**src/rtl/sram_32_2048_stream_rd.sv**
```systemverilog
// Burst read-stream controller for the 32x2048 single-port SRAM: issues reads, absorbs them in a skid FIFO.
// Optional stall counter port enabled by defining SRAM_STREAM_RD_STALL_CNT_EN.
//
// state   | meaning
// --------+-------------------------------------------------------------
// S_IDLE  | waiting for a command; first read of a burst issues on accept
// S_ISSUE | issuing one read per cycle while FIFO credit is available
// S_DRAIN | all reads issued; waiting for pipe and FIFO to empty
module sram_32_2048_stream_rd #(
    parameter int DATA_WIDTH = 32,
    parameter int ADDR_WIDTH = 11,
    parameter int FIFO_DEPTH = 4,
    parameter int RD_LATENCY = 1
) (
    input  logic                  clk0,
    input  logic                  rstb0,
    input  logic                  cmd_valid,
    output logic                  cmd_ready,
    input  logic [ADDR_WIDTH-1:0] cmd_base,
    input  logic [ADDR_WIDTH:0]   cmd_len,
    output logic                  csb0,
    output logic                  web0,
    output logic [ADDR_WIDTH-1:0] addr0,
    output logic [DATA_WIDTH-1:0] din0,
    input  logic [DATA_WIDTH-1:0] dout0,
    output logic                  out_valid,
    input  logic                  out_ready,
    output logic [DATA_WIDTH-1:0] out_data,
    output logic                  out_last,
    output logic                  busy
`ifdef SRAM_STREAM_RD_STALL_CNT_EN
   ,output logic [15:0]           stall_cnt
`endif
);

    localparam int PW = $clog2(FIFO_DEPTH);
    localparam int CW = PW + 1;
    localparam int OW = PW + 2;
    localparam logic [ADDR_WIDTH:0]   LEN_ONE  = (ADDR_WIDTH+1)'(1);
    localparam logic [ADDR_WIDTH-1:0] ADDR_ONE = ADDR_WIDTH'(1);

    typedef enum logic [1:0] {S_IDLE, S_ISSUE, S_DRAIN} state_t;

    state_t                  state, state_nxt;
    logic [ADDR_WIDTH-1:0]   cur_addr, issue_addr;
    logic [ADDR_WIDTH:0]     remaining, rem_base;
    logic                    issue, issue_last, iss_last;
    logic [RD_LATENCY-1:0]   pipe_v, pipe_l;
    logic [DATA_WIDTH-1:0]   fifo_data [FIFO_DEPTH];
    logic [FIFO_DEPTH-1:0]   fifo_last;
    logic [PW-1:0]           wr_ptr, rd_ptr;
    logic [CW-1:0]           count;
    logic [OW-1:0]           occ;
    logic                    credit_ok, push, pop;

    assign web0      = 1'b1;
    assign din0      = '0;
    assign cmd_ready = (state == S_IDLE);
    assign busy      = (state != S_IDLE);
    assign out_valid = (count != '0);
    assign out_data  = fifo_data[rd_ptr];
    assign out_last  = fifo_last[rd_ptr];
    assign push      = pipe_v[RD_LATENCY-1];
    assign pop       = out_valid && out_ready;

    // Occupancy counts every word already owed a FIFO slot: stored, registered at the macro, or in the pipe.
    always_comb begin
        occ = OW'(count) + OW'(!csb0);
        for (int i = 0; i < RD_LATENCY; i++) begin
            occ = occ + OW'(pipe_v[i]);
        end
    end

    assign credit_ok = (occ < OW'(FIFO_DEPTH));

    always_comb begin
        state_nxt  = state;
        issue      = 1'b0;
        issue_last = 1'b0;
        issue_addr = cur_addr;
        rem_base   = remaining;
        case (state)
            S_IDLE: begin
                issue_addr = cmd_base;
                rem_base   = cmd_len;
                if (cmd_valid && (cmd_len != '0)) begin
                    issue      = 1'b1;
                    issue_last = (cmd_len == LEN_ONE);
                    state_nxt  = issue_last ? S_DRAIN : S_ISSUE;
                end
            end
            S_ISSUE: begin
                if (credit_ok) begin
                    issue      = 1'b1;
                    issue_last = (remaining == LEN_ONE);
                    if (issue_last) state_nxt = S_DRAIN;
                end
            end
            S_DRAIN: begin
                if (csb0 && (pipe_v == '0) && (count == '0)) state_nxt = S_IDLE;
            end
            default: state_nxt = S_IDLE;
        endcase
    end

    always_ff @(posedge clk0) begin
        if (!rstb0) begin
            state     <= S_IDLE;
            csb0      <= 1'b1;
            addr0     <= '0;
            cur_addr  <= '0;
            remaining <= '0;
            iss_last  <= 1'b0;
            pipe_v    <= '0;
            pipe_l    <= '0;
        end else begin
            state    <= state_nxt;
            iss_last <= issue_last;
            if (issue) begin
                csb0      <= 1'b0;
                addr0     <= issue_addr;
                cur_addr  <= issue_addr + ADDR_ONE;
                remaining <= rem_base - LEN_ONE;
            end else begin
                csb0 <= 1'b1;
            end
            // A tag enters the pipe at the edge where the macro samples the read.
            pipe_v[0] <= !csb0;
            pipe_l[0] <= iss_last;
            for (int i = 1; i < RD_LATENCY; i++) begin
                pipe_v[i] <= pipe_v[i-1];
                pipe_l[i] <= pipe_l[i-1];
            end
        end
    end

    always_ff @(posedge clk0) begin
        if (!rstb0) begin
            wr_ptr    <= '0;
            rd_ptr    <= '0;
            count     <= '0;
            fifo_last <= '0;
        end else begin
            if (push) begin
                fifo_last[wr_ptr] <= pipe_l[RD_LATENCY-1];
                wr_ptr            <= wr_ptr + PW'(1);
            end
            if (pop) rd_ptr <= rd_ptr + PW'(1);
            case ({push, pop})
                2'b10:   count <= count + CW'(1);
                2'b01:   count <= count - CW'(1);
                default: count <= count;
            endcase
        end
    end

    always_ff @(posedge clk0) begin
        if (push) fifo_data[wr_ptr] <= dout0;
    end

    assert property (@(posedge clk0) disable iff (!rstb0)
                     !(push && !pop && (count == CW'(FIFO_DEPTH))));

`ifdef SRAM_STREAM_RD_STALL_CNT_EN
    always_ff @(posedge clk0) begin
        if (!rstb0) begin
            stall_cnt <= '0;
        end else if ((state == S_IDLE) && cmd_valid) begin
            stall_cnt <= '0;
        end else if ((state == S_ISSUE) && !credit_ok && (stall_cnt != 16'hFFFF)) begin
            stall_cnt <= stall_cnt + 16'd1;
        end
    end
`endif

endmodule
```
**config.mk**
```make
export PLATFORM = sky130hd
export DESIGN_NAME = sram_32_2048_stream_rd
export DESIGN_NICKNAME = d
export VERILOG_FILES = /design/src/rtl/sram_32_2048_stream_rd.sv
export SDC_FILE = /design/constraint.sdc
export NUM_CORES = 1
export LEC_CHECK = 0
export BUFFER_PORTS_ARGS = -buffer_cell sky130_fd_sc_hd__buf_4
export CAP_MARGIN = 10
export CELL_PAD_IN_SITES_DETAIL_PLACEMENT = 1
export CELL_PAD_IN_SITES_GLOBAL_PLACEMENT = 1
export CORE_ASPECT_RATIO = 1.75
export CORE_UTILIZATION = 45
export DETAILED_ROUTE_END_ITERATION = 8
export MAX_ROUTING_LAYER = met4
export PLACE_DENSITY = 0.77
export SYNTH_ARGS = -nofsm -noshare
export SYNTH_HDL_FRONTEND = slang
export SYNTH_SLANG_ARGS = --single-unit
```
**constraint.sdc**
```tcl
create_clock -name clk0 -period 3.9 [get_ports clk0]
set_clock_uncertainty 0.05 [all_clocks]
set_input_delay 0.195 -clock clk0 [delete_from_list [all_inputs] [get_ports clk0]]
set_output_delay 0.195 -clock clk0 [all_outputs]
set_load 0.01 [all_outputs]
```
== Word-level counts from Yosys, hierarchy flattened ==
Memories as Yosys holds them, arrays and structs flattened. A register that Yosys moved wholly into a read port is not among the register bits.
Cells that the tools add are included.

* Flip-flop bits (word level): 51
* Memory bits (writable): 128
* Input bits: 59
* Output and inout port bits: 81
* Word-level logic and storage cells: 74
* Memories kept: 1

* Add/subtract/negate cells: 8
* Order comparisons: 4
* Equality and inequality tests: 10
* Mux-type cells: 25
* Bitwise logic cells: 1
* Reductions and logical operators: 13

{| class="wikitable"
|+ Memories
! name !! depth !! width !! rd ports !! clocked after Yosys merged registers in !! write ports !! line !! RTL
|-
| fifo_data || 4 || 32 || 1 || 1 || 1 || 49 || <nowiki>logic [DATA_WIDTH-1:0] fifo_data [FIFO_DEPTH];</nowiki>
|}

{| class="wikitable"
|+ Operator list
! kind !! number
|-
| $eq A12 B1 Y1 const B || 2
|-
| $mux W2 || 7
|-
| $mux W12 || 1
|-
| $reduce_bool A12 Y1 || 1
|-
| $sub A12 B1 Y12 const B || 1
|-
| $add A11 B1 Y11 const B || 1
|-
| $mux W11 || 1
|-
| $mux W1 || 9
|-
| $lt A2 B3 Y1 const B || 2
|-
| $ne A2 B2 Y1 const B || 3
|-
| $pmux W2 S3 || 1
|-
| $pmux W3 S2 || 1
|-
| $logic_and A1 B1 Y1 || 5
|-
| $add A2 B1 Y2 const B || 2
|-
| $add A3 B1 Y4 || 1
|-
| $add A4 B1 Y4 || 1
|-
| $bwmux W4 || 1
|-
| $eq A2 B1 Y1 const B || 2
|-
| $eq A2 B2 Y1 const B || 2
|-
| $lt A4 B3 Y1 const B || 1
|-
| $pmux W1 S2 || 2
|-
| $reduce_and A4 Y1 || 1
|-
| $reduce_bool A2 Y1 || 2
|-
| $add A3 B1 Y3 const B || 1
|-
| 10 further kinds || 10
|}

== Longest topological paths before layout ==
Gate-level depths: netlist (run 1).

* Depth after elaboration: 7
* Gate-level depth with buffers: 15
* Depth with buffers taken out: 11

== Worst setup path after synthesis (run 1) ==
OpenSTA, ideal clock, no wires.

* Path type: register to register
* Start point: register state[1]
* End point: register remaining[10]
* Setup time: 0.131 ns
* Arrival: 3.001 ns
* Required time: 3.719 ns
* Setup slack: 0.718 ns
* Stages on the path, launching flop included: 15
* Buffers on the path: 4
* Clock period less this slack: 3.182 ns
* Cell sequence: dfxtp_1 or2_1 buf_6 inv_4 buf_2 buf_2 buf_4 mux2i_1 ha_1 or4b_1 nor4_1 o211ai_1 a22o_1 nand3_1 o211ai_1

* Cells in the longest elaborated chain, start to end: 3
* Elaborated cells between the ends (all ways): 5
* Classes of those cells: 1 x add/sub; 1 x eq/ne; 2 x mux; 1 x reduce/logical

{| class="wikitable"
|+ Ends and longest elaborated chain
! element !! line !! RTL
|-
| start, declared || 44 || <nowiki>state_t state, state_nxt;</nowiki>
|-
| start signal, assigned || 117 || <nowiki>state <= state_nxt;</nowiki>
|-
| $logic_not A2 Y1 * || -- ||
|-
| net cmd_ready || 18 || <nowiki>output logic cmd_ready,</nowiki>
|-
| $mux W12 || 82 || <nowiki>case (state)</nowiki>
|-
| $sub A12 B1 Y12 || 123 || <nowiki>remaining <= rem_base - LEN_ONE;</nowiki>
|-
| end signal, assigned || 123 ||
|-
| end, declared || 46 || <nowiki>logic [ADDR_WIDTH:0] remaining, rem_base;</nowiki>
|}

Mark *: on every way through the listed nets, which the timed path passes. The rest lies on a longest branch.
A chain may end at the register's enable or synchronous reset.

== Final worst setup path (run 1) ==
* Start point: register state[0]
* End point: register remaining[10]

* Cells in the longest elaborated chain, start to end: 3
* Elaborated cells between the ends (all ways): 5
* Classes of those cells: 1 x add/sub; 1 x eq/ne; 2 x mux; 1 x reduce/logical

{| class="wikitable"
|+ Ends and longest elaborated chain
! element !! line
|-
| $logic_not A2 Y1 || 82
|-
| $mux W12 || 82
|-
| $sub A12 B1 Y12 || 123
|}

Several ways; a longest one is shown, not always the timed one.

==> results of run 1 <==
repair_timing:
action	in CTS	in global routing
hold endpoints to repair	131	0
hold buffers	35	0
resized for setup	0	0
state kept, by name, summed over array words and instances (netlist names), named ones only:
name and count:
state 2, csb0 1, pipe_l 1, rd_ptr 2, remaining 12, wr_ptr 2, fifo_last 4, fifo_data 128
addr0 11, count 3, iss_last 1, pipe_v 1, cur_addr 11
worst paths after layout:
kind | endpoint | slack (ps) | cells past startpoint
hold / removal | addr0[6]$_SDFFE_PN0P_ | 30 | 3
hold reg to reg | pipe_l$_SDFF_PN0_ | 410 | 1
setup / recovery | remaining[10]$_SDFFE_PN0P_ | 640 | 10
setup reg to reg | remaining[10]$_SDFFE_PN0P_ | 640 | 10
cells in the final DEF (no fill, tap or decap), drive strengths merged, types with 6 or more instances in the layout:
cell and n:
edfxtp 128, buf 113, nand2 59, dfxtp 53, nor2 41, dlygate4sd3 35
mux4 33, conb 33, a21oi 24, clkbuf 19, inv 19, o21ai 17
nand3 12, o211ai 12, mux2i 10, and2 9, nor3 8, a31oi 8
a211oi 8, ha 8, nor4 6, nand3b 6
stage by stage:
step	worst slack (ps)	instances	instance area (um^2)	power (mW)	util, %
detailed placement	699	911	8890	3.33	50.9
global route	415	978	9800	5.17	56.1
floorplan	718	630	8130	2.93	-
global placement	914	911	8890	3.28	50.9
finish	642	978	9800	4.96	56.1
CTS	660	978	9800	4.99	56.1
cells by family after synthesis:
family / Yosys count
flops: 181
compound gates: 105
mux: 45
simple gates: 171
other cells: 2
buf+inv: 76
fa+ha+maj: 9
xor+xnor: 10
layer usage:
| metal | global-route usage (%) | vias to the layer above |
|---|---|---|
| li1 | - | 2485 |
| met1 | 24.6 | 2720 |
| met2 | 43.6 | 147 |
| met3 | 3.68 | 37 |
| met4 | 10.2 | 0 |
| met5 | - | - |
critical path: stages, from the launching register on:
cell	delay (ps)
dfxtp_1	470
or2_1	330
inv_4	150
mux2i_4	320
ha_1	300
or4b_1	510
nor4_1	400
o211ai_1	210
a22o_1	220
nand3_1	80
o211ai_1	90
power by group through the flow:
stage / Clock, mW / Combinational (mW) / Sequential, mW
floorplan: 0 / 0.682 / 2.25
global placement: 0 / 0.955 / 2.33
detailed placement: 0 / 0.992 / 2.34
CTS: 1.67 / 1.03 / 2.30
global route: 1.74 / 1.12 / 2.31
finish: 1.64 / 1.02 / 2.29
area by class of cell:
class	instances	area [um^2]
fillers	1855	7650
flip-flops and latches	181	4910
multi-input cells	373	2790
repair buffers	148	1200
clock buffers	19	443
well taps	231	289
clock inverters	13	121
inverters	13	51.3
==> out/summary.log, run 1 <==
[placed_design] half-perimeter wire length after placement 13.8 mm
[logic_synthesis] library cell with the largest summed area after synthesis edfxtp_1
[clock_network] TritonCTS Buffers 17
[layout] layout cells sized above 1 25.8%
[timing] Max Slew Vio Count 0
[critical_path] arrival time of data at the critical path endpoint 3510 ps
[logic_synthesis] most used standard cell by instance count after synthesis edfxtp_1
[global_routing] antenna violations before repair 0
[global_routing] global-route wire length before repair 31.3 mm
[power_and_ir_drop] Static Leakage 3.58 nW
[global_routing] maximum number of pins on one net before global-route repair 45
[detailed_routing] First-pass DRT Iterations 4
[timing] total negative slack for setup checks 0 ps
[timing] post-layout minimum cycle time 3260 ps
[detailed_routing] residual antenna-violating net count after detailed routing 0
[logic_synthesis] most common library cells after synthesis 128 x edfxtp_1, 59 x nand2_1, 53 x dfxtp_1
[power_and_ir_drop] switching part of the total power 27.8%
[logic_synthesis] synthesized area per cell 13.4 um^2
[detailed_routing] mean routed wirelength per cell 20.6 um
[job] Max Cap Violations 0
[clock_network] number of clock sinks 181
[floorplanning] initial standard-cell utilization of the core 45.9%
[critical_path] data required time at the worst endpoint 4160 ps
[global_routing] Global Route Usage Sum 23.8%
[timing] Peak Freq 307 MHz
[clock_network] root buf cell clkbuf_16
[logic_synthesis] fraction of synthesized cell area in xor and xnor cells 1.09%
[min_path] hold path startpoint cmd_base[6]
[layout] number of inserted diodes 0
[logic_synthesis] adder-cell area share of the yosys netlist 1.50%
[detailed_routing] met2 routed WL 11.5 mm
[logic_synthesis] largest family of logic cells by synthesized area multiplexers
[layout] Post-layout nets 802
[floorplanning] floorplan row count 64
[clock_network] CTS Buffer Depth 2
[logic_synthesis] register area share after synthesis 61.2%
[logic_synthesis] compound-gate portion of the synthesized area 8.92%
[power_and_ir_drop] Net Switching 1.38 mW
[timing] Final Hold Vio Count 0
[power_and_ir_drop] worst voltage drop across the vdd grid 0.000299 V
[placed_design] number of buffers inserted by port buffering 106
[min_path] HP Class primary input to register
[critical_path] CP startpoint kind register
[detailed_routing] post-route met1 wirelength 7.39 mm
[floorplanning] horizontal die dimension 103 um
[detailed_routing] met3 WL 723 um
[floorplanning] Ports 140
[logic_synthesis] cell types occupying the most area after synthesis edfxtp_1 48%, dfxtp_1 13%, mux4_2 9.3%, buf_4 3.2%, nand2_1 2.8%
[logic_synthesis] async set-reset flop share out of synthesis 0%
[power_and_ir_drop] part of the power in registers 46.2%
[detailed_routing] Remaining DRCs 0
[power_and_ir_drop] power per cell area 506 nW/um^2
[critical_path] element type at the critical path end register
[clock_network] TritonCTS clock tree built
[timing] worst slew slack as a fraction of its limit 39.1%
[logic_synthesis] predominant post-synthesis flop cell edfxtp_1
[critical_path] beginning of the critical path state[0]$_SDFFE_PN0P_
[clock_network] clock slew at the register clock pins of the worst setup and hold paths 70 ps
[global_routing] vias in the first global route 5831
[critical_path] WS Path Type register to register
[clock_network] H-tree depth reported by CTS 4
[power_and_ir_drop] Combinational Power Share 20.7%
[timing] unrepaired setup endpoints after global routing false
[detailed_routing] violation count after the first detailed-routing iteration 226
[critical_path] beginning of the worst register-to-register path state[0]$_SDFFE_PN0P_
[logic_synthesis] Synth cell types 65
[detailed_routing] top routing layer in use met4
[floorplanning] core box area 17500 um^2
[logic_synthesis] synthesized flop and latch total 181
[run_status] outcome finished, final reports clean
[placed_design] GPL Wtd Cong 0.937
[timing] worst hold slack across all endpoints 34.4 ps
[floorplanning] height of the die 178 um
[logic_synthesis] cell area after synthesis 8010 um^2
[detailed_routing] DR vias/cell 5.51
[detailed_routing] total wirelength of the detailed-routed design 20.2 mm
[clock_network] buffer count from post-CTS setup fixing 0
[layout] Syn-to-layout area delta 22.4%
[logic_synthesis] number of warnings reported in the yosys synthesis log 0
[power_and_ir_drop] internal power of the cells 3.58 mW
[logic_synthesis] share of Yosys cell area claimed by the top area cell type 48.0%
[timing] count of endpoints failing setup in the final report 0
[power_and_ir_drop] clock network fraction of total power 33.1%
[logic_synthesis] simple-gate share of the synthesized area 10.8%
[clock_network] clk_lat worst skew 420 ps
[floorplanning] Total Die Area 18400 um^2
[detailed_routing] number of vias in the routed layout 5389
[logic_synthesis] Post-Syn Instances 599
[timing] final clock period utilization by the worst path 83.5%
[timing] measured slew at the worst slew-check pin 913 ps
[critical_path] worst-path maximum fanout 16
[logic_synthesis] proportion of synthesized area in mux cells 11.0%
[global_routing] grt total ovfl 0
[logic_synthesis] number of enable flip-flop cells after synthesis 128
Note: power is estimated with default switching activity, not from simulation.
==> run 2: changes to the inputs <==
clock period = 3.1 ns   (was 3.9 ns; I/O delays follow)
==> run 2 against run 1 <==
Sequential share of layout area down 0.85 points. Setup slack worse by 320 ps. Clock power rose by 40%. Final area rose by 1.7%. Utilization rose by 0.96 points. Count of clock-buffer cells in the layout down 2. Cell count is 1.0% higher. Hold slack got worse by 15 ps. Total power is 30% higher. Non-clock buffer count grew 10. Critical path type unchanged. Critical endpoint unchanged.
==> out/summary.log, run 2 (synthesis results as in run 1) <==
[run_status] outcome finished, final reports clean
[clock_network] buffer count from post-CTS setup fixing 0
[detailed_routing] top routing layer in use met4
[layout] most used cells in the layout excluding fill and tap cells 128 x edfxtp_1, 118 x buf_4, 59 x nand2_1
[detailed_routing] violation count after the first detailed-routing iteration 141
[global_routing] grt total ovfl 0
[detailed_routing] mean routed wirelength per cell 20.0 um
[power_and_ir_drop] worst voltage drop across the vdd grid 0.000381 V
[clock_network] TritonCTS Buffers 17
[layout] register with the most flip-flops fifo_data
[timing] unrepaired setup endpoints after global routing false
[detailed_routing] post-route met1 wirelength 7.58 mm
[layout] final design utilization 57.1%
[layout] count of fill cells added during filler insertion 1797
[placed_design] half-perimeter wire length after placement 13.4 mm
[global_routing] global-route wire length before repair 31.1 mm
[placed_design] number of buffers inserted by port buffering 106
[critical_path] element type at the critical path end register
[clock_network] clock slew at the register clock pins of the worst setup and hold paths 70 ps
[detailed_routing] total wirelength of the detailed-routed design 19.8 mm
[power_and_ir_drop] Static Leakage 3.66 nW
[clock_network] number of clock sinks 181
[critical_path] worst-path maximum fanout 7
[layout] number of flip-flops under the largest register name 128
[critical_path] CP startpoint kind register
[layout] biggest registers after layout fifo_data (128), remaining (12)
[detailed_routing] met3 WL 833 um
[clock_network] root buf cell clkbuf_16
[timing] post-layout minimum cycle time 2780 ps
[timing] count of endpoints failing setup in the final report 0
[detailed_routing] met2 routed WL 11.1 mm
[clock_network] CTS Buffer Depth 2
[placed_design] GPL Wtd Cong 0.889
[floorplanning] height of the die 178 um
[floorplanning] core box area 17500 um^2
[timing] worst hold slack across all endpoints 19.0 ps
[global_routing] vias in the first global route 5825
[timing] worst slew slack as a fraction of its limit 36.5%
[layout] layout cells sized above 1 26.3%
[timing] total negative slack for setup checks 0 ps
[critical_path] data required time at the worst endpoint 3360 ps
[placed_design] Area after DPL 8950 um^2
[detailed_routing] First-pass DRT Iterations 4
[clock_network] TritonCTS clock tree built
[timing] measured slew at the worst slew-check pin 953 ps
[clock_network] clk_lat worst skew 430 ps
[detailed_routing] residual antenna-violating net count after detailed routing 0
[job] Max Cap Violations 0
[global_routing] maximum number of pins on one net before global-route repair 45
[power_and_ir_drop] power per cell area 649 nW/um^2
[min_path] HP Class primary input to register
[global_routing] antenna violations before repair 0
[floorplanning] Total Die Area 18400 um^2
[timing] Peak Freq 360 MHz
[floorplanning] horizontal die dimension 103 um
[floorplanning] initial standard-cell utilization of the core 45.9%
[floorplanning] Ports 140
[placed_design] worst slack after detailed placement 334 ps
[critical_path] arrival time of data at the critical path endpoint 3040 ps
[timing] Max Slew Vio Count 0
[critical_path] WS Path Type register to register
[timing] Final Hold Vio Count 0
[detailed_routing] Remaining DRCs 0
[layout] Post-layout nets 812
[detailed_routing] DR vias/cell 5.46
[global_routing] Global Route Usage Sum 23.5%
[floorplanning] floorplan row count 64
[layout] post-route standard cell area excluding fillers 9970 um^2
[layout] number of inserted diodes 0
[layout] Syn-to-layout area delta 24.5%
[detailed_routing] number of vias in the routed layout 5399
[layout] most common library cell in the layout ignoring fill and taps edfxtp_1
[timing] min setup slack post-route 320 ps
[timing] final clock period utilization by the worst path 89.7%
[clock_network] H-tree depth reported by CTS 4
==> run 2: worst max-delay path: stages, from the launching register on <==
cell	delay [ps]
dfxtp_1	320
or2_1	270
inv_4	110
mux2i_4	300
ha_1	290
or4b_1	480
nor4_1	260
o211ai_1	190
a22o_1	210
nand3_1	80
o211ai_1	90
==> run 2: report_power, final <==
part	switching [mW]	leakage, nW	internal, mW	total (mW)
registers	0.0917	1.59	2.71	2.80
clock network	0.939	0.303	1.36	2.29
logic	0.709	1.76	0.668	1.38
total	1.74	3.66	4.73	6.47
==> run 2: what timing repair did <==
item,CTS,global route
hold buffers,39,0
gates resized for setup,0,0
hold endpoints to repair,135,0
==> run 2: worst paths after layout <==
check                             start                          to  slack [ps]  cells past startpoint
hold reg to reg     iss_last$_SDFF_PN0_           pipe_l$_SDFF_PN0_         400                      1
setup reg to reg  state[1]$_SDFFE_PN0P_  remaining[10]$_SDFFE_PN0P_         320                     10
hold / removal                    rstb0             csb0$_SDFF_PN1_          20                      2
setup / recovery  state[1]$_SDFFE_PN0P_  remaining[10]$_SDFFE_PN0P_         320                     10
==> run 2: layer usage <==
metal / global-route usage, % / vias to the layer above
li1: - / 2503
met2: 42.4 / 141
met4: 7.57 / 0
met3: 4.94 / 28
met1: 25.1 / 2727
met5: - / -
==> run 2: area by class of cell <==
cell class / count / area (um^2) / area share, %
tap: 231 / 289 / 2.90
timing repair buffer: 158 / 1300 / 13.0
sequential: 181 / 4910 / 49.2
multi-input combinational: 373 / 2800 / 28.1
inverter: 13 / 51.3 / 0.515
clock inverter: 15 / 204 / 2.05
clock buffer: 17 / 425 / 4.27
==> run 2: through the flow <==
stage	instances	power, mW
after floorplan	630	3.69
after global placement	917	4.14
after detailed placement	917	4.20
after CTS	988	6.54
after global routing	988	6.75
final	988	6.47
